==> config.mk <==
export PLATFORM = sky130hd
export DESIGN_NAME = processing_element
export DESIGN_NICKNAME = d
export VERILOG_FILES = /design/src/rtl/processing_element.sv
export SDC_FILE = /design/constraint.sdc
export NUM_CORES = 2
export LEC_CHECK = 0
export CORE_AREA = 2 2 522 653
export CTS_CLUSTER_SIZE = 20
export DETAILED_ROUTE_END_ITERATION = 8
export DIE_AREA = 0 0 524 655
export GPL_TIMING_DRIVEN = 0
export PLACE_DENSITY_LB_ADDON = 0.3
export SYNTH_ARGS = -nofsm -noshare
export SYNTH_HDL_FRONTEND = slang
export SYNTH_SLANG_ARGS = --single-unit
==> constraint.sdc <==
create_clock -name CLK -period 16.95 [get_ports CLK]
set_input_delay 3.39 -clock CLK [delete_from_list [all_inputs] [get_ports CLK]]
set_output_delay 3.39 -clock CLK [all_outputs]
set_load 0.02 [all_outputs]
==> src/rtl/processing_element.sv <==
// -----------------------------------------------------------------------------
// processing_element
//
// One cell of a systolic convolution mesh. Each cell holds a private kernel
// memory and a private neuron memory, loaded through per-row / per-column
// buffers, and on COMPUTE cycles adds one kernel*neuron product to the partial
// sum travelling left-to-right through the row. Three nested counters walk the
// local memories:
//   kCnt  : position inside the current kernel window (0 .. kernelStep-1)
//   cd    : convolution divider, counts kernel windows per neuron window
//   rc    : row counter, counts neuron advances per kernel window advance
//
// Ports
//   CLK            in   1                 clock, rising edge
//   RESETn         in   1                 asynchronous active-low reset
//   adderIn        in   W                 partial sum from the left neighbour
//   adderOut       out  W                 registered partial sum to the right
//   columnControl  in   8                 [7:6] op, [5] start, [4:0] ignored
//   rowControl     in   depth             [0] row enable, upper bits ignored
//   commonControl  in   3*depth+2*A       {Tc, Tr, kernelStep, neuronStep,
//                                          convDivIniValue}
//   kernelIn       in   W                 kernel word from row kernel buffer
//   neuronIn       in   W                 neuron word from column neuron buffer
// -----------------------------------------------------------------------------
module processing_element #(
  parameter int depth = 2,
  parameter int W     = 8,
  parameter int A     = 7
) (
  input  logic                     CLK,
  input  logic                     RESETn,
  input  logic [W-1:0]             adderIn,
  output logic [W-1:0]             adderOut,
  input  logic [7:0]               columnControl,
  input  logic [depth-1:0]         rowControl,
  input  logic [3*depth+2*A-1:0]   commonControl,
  input  logic [W-1:0]             kernelIn,
  input  logic [W-1:0]             neuronIn
);

  typedef enum logic [1:0] {
    OP_NOP         = 2'b00,
    OP_LOAD_KERNEL = 2'b01,
    OP_LOAD_NEURON = 2'b10,
    OP_COMPUTE     = 2'b11
  } op_e;

  localparam int MemWords = 2 ** A;

  // ---------------------------------------------------------------------------
  // Control decode
  // ---------------------------------------------------------------------------
  op_e              op;
  logic             start;
  logic             row_en;
  logic [depth-1:0] tc;
  logic [depth-1:0] tr;
  logic [A-1:0]     kernel_step;
  logic [A-1:0]     neuron_step;
  logic [depth-1:0] cd_ini;

  assign op     = op_e'(columnControl[7:6]);
  assign start  = columnControl[5];
  assign row_en = rowControl[0];

  assign {tc, tr, kernel_step, neuron_step, cd_ini} = commonControl;

  // Reserved control bits are deliberately ignored.
  logic unused_ctrl;
  assign unused_ctrl = ^{columnControl[4:0], rowControl};

  // ---------------------------------------------------------------------------
  // State
  // ---------------------------------------------------------------------------
  logic [W-1:0]     adder_out_q, adder_out_d;
  logic [A-1:0]     wk_q, wk_d;
  logic [A-1:0]     wn_q, wn_d;
  logic [A-1:0]     kbase_q, kbase_d;
  logic [A-1:0]     nbase_q, nbase_d;
  logic [A-1:0]     kcnt_q, kcnt_d;
  logic [depth-1:0] cd_q, cd_d;
  logic [depth-1:0] rc_q, rc_d;

  logic [W-1:0]     k_mem_q [MemWords];
  logic [W-1:0]     n_mem_q [MemWords];

  logic             k_we;
  logic             n_we;

  // ---------------------------------------------------------------------------
  // Datapath: combinational memory read and truncated signed MAC
  // ---------------------------------------------------------------------------
  logic [A-1:0]          k_addr;
  logic [A-1:0]          n_addr;
  logic signed [W-1:0]   k_rd;
  logic signed [W-1:0]   n_rd;
  logic signed [2*W-1:0] prod_full;
  logic [W-1:0]          product;
  logic [W-1:0]          mac_sum;

  // Base + offset addition wraps naturally in A bits.
  assign k_addr    = kbase_q + kcnt_q;
  assign n_addr    = nbase_q + kcnt_q;
  assign k_rd      = k_mem_q[k_addr];
  assign n_rd      = n_mem_q[n_addr];
  assign prod_full = k_rd * n_rd;
  assign product   = prod_full[W-1:0];
  assign mac_sum   = adderIn + product;

  // Terminal counts. Subtracting one in the counter's own width makes a step
  // of 0 behave as the full modulus (2^A or 2^depth) with no special case.
  logic [A-1:0]     kcnt_last;
  logic [depth-1:0] cd_last;
  logic [depth-1:0] rc_last;

  assign kcnt_last = kernel_step - 1'b1;
  assign cd_last   = tc - 1'b1;
  assign rc_last   = tr - 1'b1;

  // ---------------------------------------------------------------------------
  // Next-state logic
  // ---------------------------------------------------------------------------
  // NOTE: every signal driven here gets a default first, so no path through
  // the case/if tree can leave it unassigned and infer a latch.
  always_comb begin
    adder_out_d = adderIn;
    wk_d        = wk_q;
    wn_d        = wn_q;
    kbase_d     = kbase_q;
    nbase_d     = nbase_q;
    kcnt_d      = kcnt_q;
    cd_d        = cd_q;
    rc_d        = rc_q;
    k_we        = 1'b0;
    n_we        = 1'b0;

    if (start) begin
      // Start re-arms all pointers; the op field is ignored this cycle.
      wk_d    = '0;
      wn_d    = '0;
      kbase_d = '0;
      nbase_d = '0;
      kcnt_d  = '0;
      rc_d    = '0;
      cd_d    = cd_ini;
    end else begin
      unique case (op)
        OP_LOAD_KERNEL: begin
          if (row_en) begin
            k_we = 1'b1;
            wk_d = wk_q + 1'b1;
          end
        end
        OP_LOAD_NEURON: begin
          // Neuron words arrive per column, so the row enable does not gate them.
          n_we = 1'b1;
          wn_d = wn_q + 1'b1;
        end
        OP_COMPUTE: begin
          if (row_en) begin
            adder_out_d = mac_sum;
            if (kcnt_q == kcnt_last) begin
              kcnt_d = '0;
              if (cd_q == cd_last) begin
                cd_d    = '0;
                nbase_d = nbase_q + neuron_step;
                if (rc_q == rc_last) begin
                  rc_d    = '0;
                  kbase_d = kbase_q + kernel_step;
                end else begin
                  rc_d = rc_q + 1'b1;
                end
              end else begin
                cd_d = cd_q + 1'b1;
              end
            end else begin
              kcnt_d = kcnt_q + 1'b1;
            end
          end
        end
        default: ;  // OP_NOP: pass-through only
      endcase
    end
  end

  // ---------------------------------------------------------------------------
  // Registers
  // ---------------------------------------------------------------------------
  // NOTE: sequential state uses non-blocking assignments so every flop samples
  // the pre-edge values regardless of statement order.
  always_ff @(posedge CLK or negedge RESETn) begin
    if (!RESETn) begin
      adder_out_q <= '0;
      wk_q        <= '0;
      wn_q        <= '0;
      kbase_q     <= '0;
      nbase_q     <= '0;
      kcnt_q      <= '0;
      cd_q        <= '0;
      rc_q        <= '0;
    end else begin
      adder_out_q <= adder_out_d;
      wk_q        <= wk_d;
      wn_q        <= wn_d;
      kbase_q     <= kbase_d;
      nbase_q     <= nbase_d;
      kcnt_q      <= kcnt_d;
      cd_q        <= cd_d;
      rc_q        <= rc_d;
    end
  end

  // NOTE: the local memories sit in their own clocked block with no reset so
  // they map onto plain RAM; their contents survive RESETn.
  always_ff @(posedge CLK) begin
    if (k_we) k_mem_q[wk_q] <= kernelIn;
    if (n_we) n_mem_q[wn_q] <= neuronIn;
  end

  assign adderOut = adder_out_q;

endmodule

==> results.py <==
metrics = {
    "clock_network": {
        "hold_buffers": 0,
        "clkLatencyLatePin_ps": 870,
        "post_cts_buffers": 0,
        "cts_tree": "built",
        "numCtsBuffers": 214,
        "clk_path_buf_depth": 3,
        "htreeDepth": 4,
        "post_cts_resized": 0,
        "cts_root_buf": "clkbuf_16",
        "path_clk_slew_ps": 60,
        "cts.sink_count": 2095,
    },
    "floorplan": {
        "io-pin-count": 64,
        "num_rows": 239,
        "die_w_um": 524,
        "die_h_um": 655,
        "start_util": 0.249,
        "core_area_um2": 338000,
        "fp.dieArea_um2": 343000,
    },
    "placed_design": {
        "gp_congestion": 0.848,
        "io_buffer_count": 56,
        "hpwlAfterDp_um": 175000,
        "placed_area_um2": 90600,
    },
    "layout": {
        "area_growth_pct": 15.8,
        "n_fill_cell": 32923,
        "final_cell_area_um2": 97200,
        "seq_area_um2": 62700,
        "final_common_cell": "edfxtp_1",
        "drive_gt1_frac": 0.258,
        "finalNetCount": 4330,
        "multi_input_area_um2": 20000,
        "final_cell_mix": "2048 x edfxtp_1, 616 x mux4_2, 307 x nor2_1",
    },
    "critical_path": {
        "r2r_cells": 27,
        "r2r_end": "adderOut[7]$_DFF_PN0_",
        "path_depth": 27,
        "regToRegSetupSlack_ps": 6630,
        "cpPeakStageDelay_ps": 1090,
        "cpMaxStageDelayCell": "buf_1",
        "worstPathMaxFanout": 10,
        "critPathRequiredTime_ps": 17730,
        "critical_path_class": "flip-flop to flip-flop",
        "worst_setup_path_end_kind": "flip-flop",
        "cpMostUsedCell": "fa_1",
        "timing.rr.start": "kcnt_q[0]$_DFFE_PN0P_",
        "crit_family": "adder cells",
        "critPathArrivalTime_ps": 11100,
        "cp-start-kind": "flip-flop",
        "crit_buf_inv": 4,
    },
    "route": {
        "vias_per_cell": 4.78,
        "drt_first_pass_iters": 6,
        "wl_per_cell_um": 30.3,
        "post-route-drc-count": 0,
        "final_antenna_net_count": 0,
        "routed_wl_um": 267000,
        "drt_iter0_markers": 5194,
        "vias": 42193,
    },
    "power_and_ir_drop": {
        "power.density_nw_per_um2": 178,
        "p_int_uw": 11200,
        "netSwitchingFraction": 0.356,
        "ir_drop_mv": 0.415,
        "leakagePower_uw": 0.0298,
        "switchingPower_uw": 6160,
        "seqPwrFrac": 0.333,
        "power_frac_comb": 0.405,
        "clkPwrFrac": 0.262,
    },
    "timing": {
        "worst_slew_pin_slew_ps": 1550,
        "setup_viol": 0,
        "fmax_ghz": 0.0969,
        "rsz0062_at_grt": "false",
        "relSlewSlack": -0.0353,
        "finalCriticalPeriod_ps": 10320,
        "fin_hold_ws_ps": 546,
        "finalCritPeriodShare": 0.609,
        "skew_ps": 30.8,
        "fin_tns_setup_ps": 0,
        "maxSlewViolCount": 11,
        "hold_viol": 0,
    },
    "yosys": {
        "syn-num-nets": 4035,
        "ys_seq_elements": 2095,
        "synth_top_area_share": 0.733,
        "syn_inst": 3909,
        "synthFlopType": "edfxtp_1",
        "synthTopCellsByArea": "edfxtp_1 73%, mux4_2 17%, dfrtp_1 1.4%",
        "syn_area_um2": 83900,
        "async_reset_ff_frac": 0.0224,
        "yosys.cell_types.count": 63,
        "synth_top_cell_by_area": "edfxtp_1",
        "synth-seq-area-share": 0.747,
        "avgSynthCellArea_um2": 21.5,
        "yosys_warnings": 0,
        "synth_edf_count": 2048,
    },
    "run_status": {
        "violations": "capacitance limit, slew limit",
        "status": "finished with violations",
    },
    "worst_hold_path": {
        "min-delay-path-class": "flip-flop to flip-flop",
        "worstHoldStart": "rc_q[0]$_DFFE_PN0P_",
        "min_to": "rc_q[0]$_DFFE_PN0P_",
        "holdPathStages": 1,
    },
    "global_routing": {
        "grt_pass1_wl_um": 364000,
        "grt.overflow.total": 0,
        "antenna_found_initial": 11,
        "grt_pass1_vias": 42853,
        "grt_max_degree": 91,
        "track_usage": 0.154,
    },
    "flow_run": {
        "cap_violations": 3,
    },
}
-- layer usage --
layer	routed length, um	GRT usage
met1	105000	0.193
met2	136000	0.267
met3	15300	0.0239
met4	11100	0.0588
met5	11	0
-- layout make-up --
cell class                 instances  share of cell area
sequential                      2095               0.645
multi-input combinational       1564               0.206
tap                             4458              0.0574
clock buffer                     263              0.0570
buffer                           199              0.0118
timing repair buffer              79              0.0107
clock inverter                   120              0.0105
inverter                          51             0.00197
antenna                            3           0.0000772
-- state kept, by name, summed over array words and instances, names as in the netlist --
name	flops
cd_q	2
wn_q	7
k_mem_q	1024
n_mem_q	1024
rc_q	2
nbase_q	7
adderOut	8
kbase_q	7
wk_q	7
kcnt_q	7
-- how the worst max path moves through the flow --
stage / start / end / slack (ps)
floorplan: adderIn[6] / adderOut[7]$_DFF_PN0_ / 9660
global placement: kcnt_q[0]$_DFFE_PN0P_ / adderOut[7]$_DFF_PN0_ / 6160
detailed placement: kcnt_q[0]$_DFFE_PN0P_ / adderOut[7]$_DFF_PN0_ / 6630
CTS: kcnt_q[0]$_DFFE_PN0P_ / adderOut[7]$_DFF_PN0_ / 6590
global route: kcnt_q[0]$_DFFE_PN0P_ / adderOut[7]$_DFF_PN0_ / 6500
finish: kcnt_q[0]$_DFFE_PN0P_ / adderOut[7]$_DFF_PN0_ / 6630
-- through the flow --
stage	power, uW	setup WS [ps]	std cells	utilization
floorplan	10200	9660	3909	-
global placement	12900	6160	8423	0.267
detailed placement	13000	6630	8446	0.268
CTS	17500	6590	8829	0.288
global route	17900	6500	8830	0.288
finish	17300	6630	8832	0.288
-- cells in the mapped netlist (3+ instances only) --
library cell,number
a21oi_1,34
dfrtp_1,47
o31ai_1,3
fa_1,22
nand2_1,121
o21bai_1,4
nor2_1,307
mux2i_1,77
a31oi_1,15
a211oi_1,19
and3b_1,3
nand4_1,6
nor3_1,18
buf_6,25
and2_1,11
buf_1,12
ha_1,48
clkbuf_1,71
and3_1,7
or2_2,13
nor2b_1,21
xnor2_2,3
xnor2_1,34
or3_1,3
buf_4,29
inv_1,50
nand3b_1,7
nand3_1,34
edfxtp_1,2048
a21o_1,10
nand2b_1,12
buf_2,61
o21ai_0,30
nor4_1,8
nor3b_1,5
xor2_1,22
mux2_2,19
mux4_2,616
-- kinds of logic (layout without fill, tap and decap cells) --
logic type               Yosys count  after routing  synth area share
flip-flops                      2095           2095             0.747
multiplexers                     713            713             0.177
AND/OR/NAND/NOR                  581            581            0.0301
buffers and inverters            250            712            0.0156
AO/OA/AOI/OAI                    139            139            0.0107
adder cells (fa/ha/maj)           70             70            0.0124
XOR/XNOR                          61             61           0.00696
other                              0              3                 0
-- power by group through the flow --
stage	Clock, uW	Combinational [uW]	Sequential (uW)
after floorplan	0	4300	5850
after global placement	0	7060	5890
after detailed placement	0	7100	5860
after CTS	4600	7120	5760
after global routing	4800	7390	5750
final	4540	7010	5760
No activity file was read; power rests on OpenSTA's default activity.
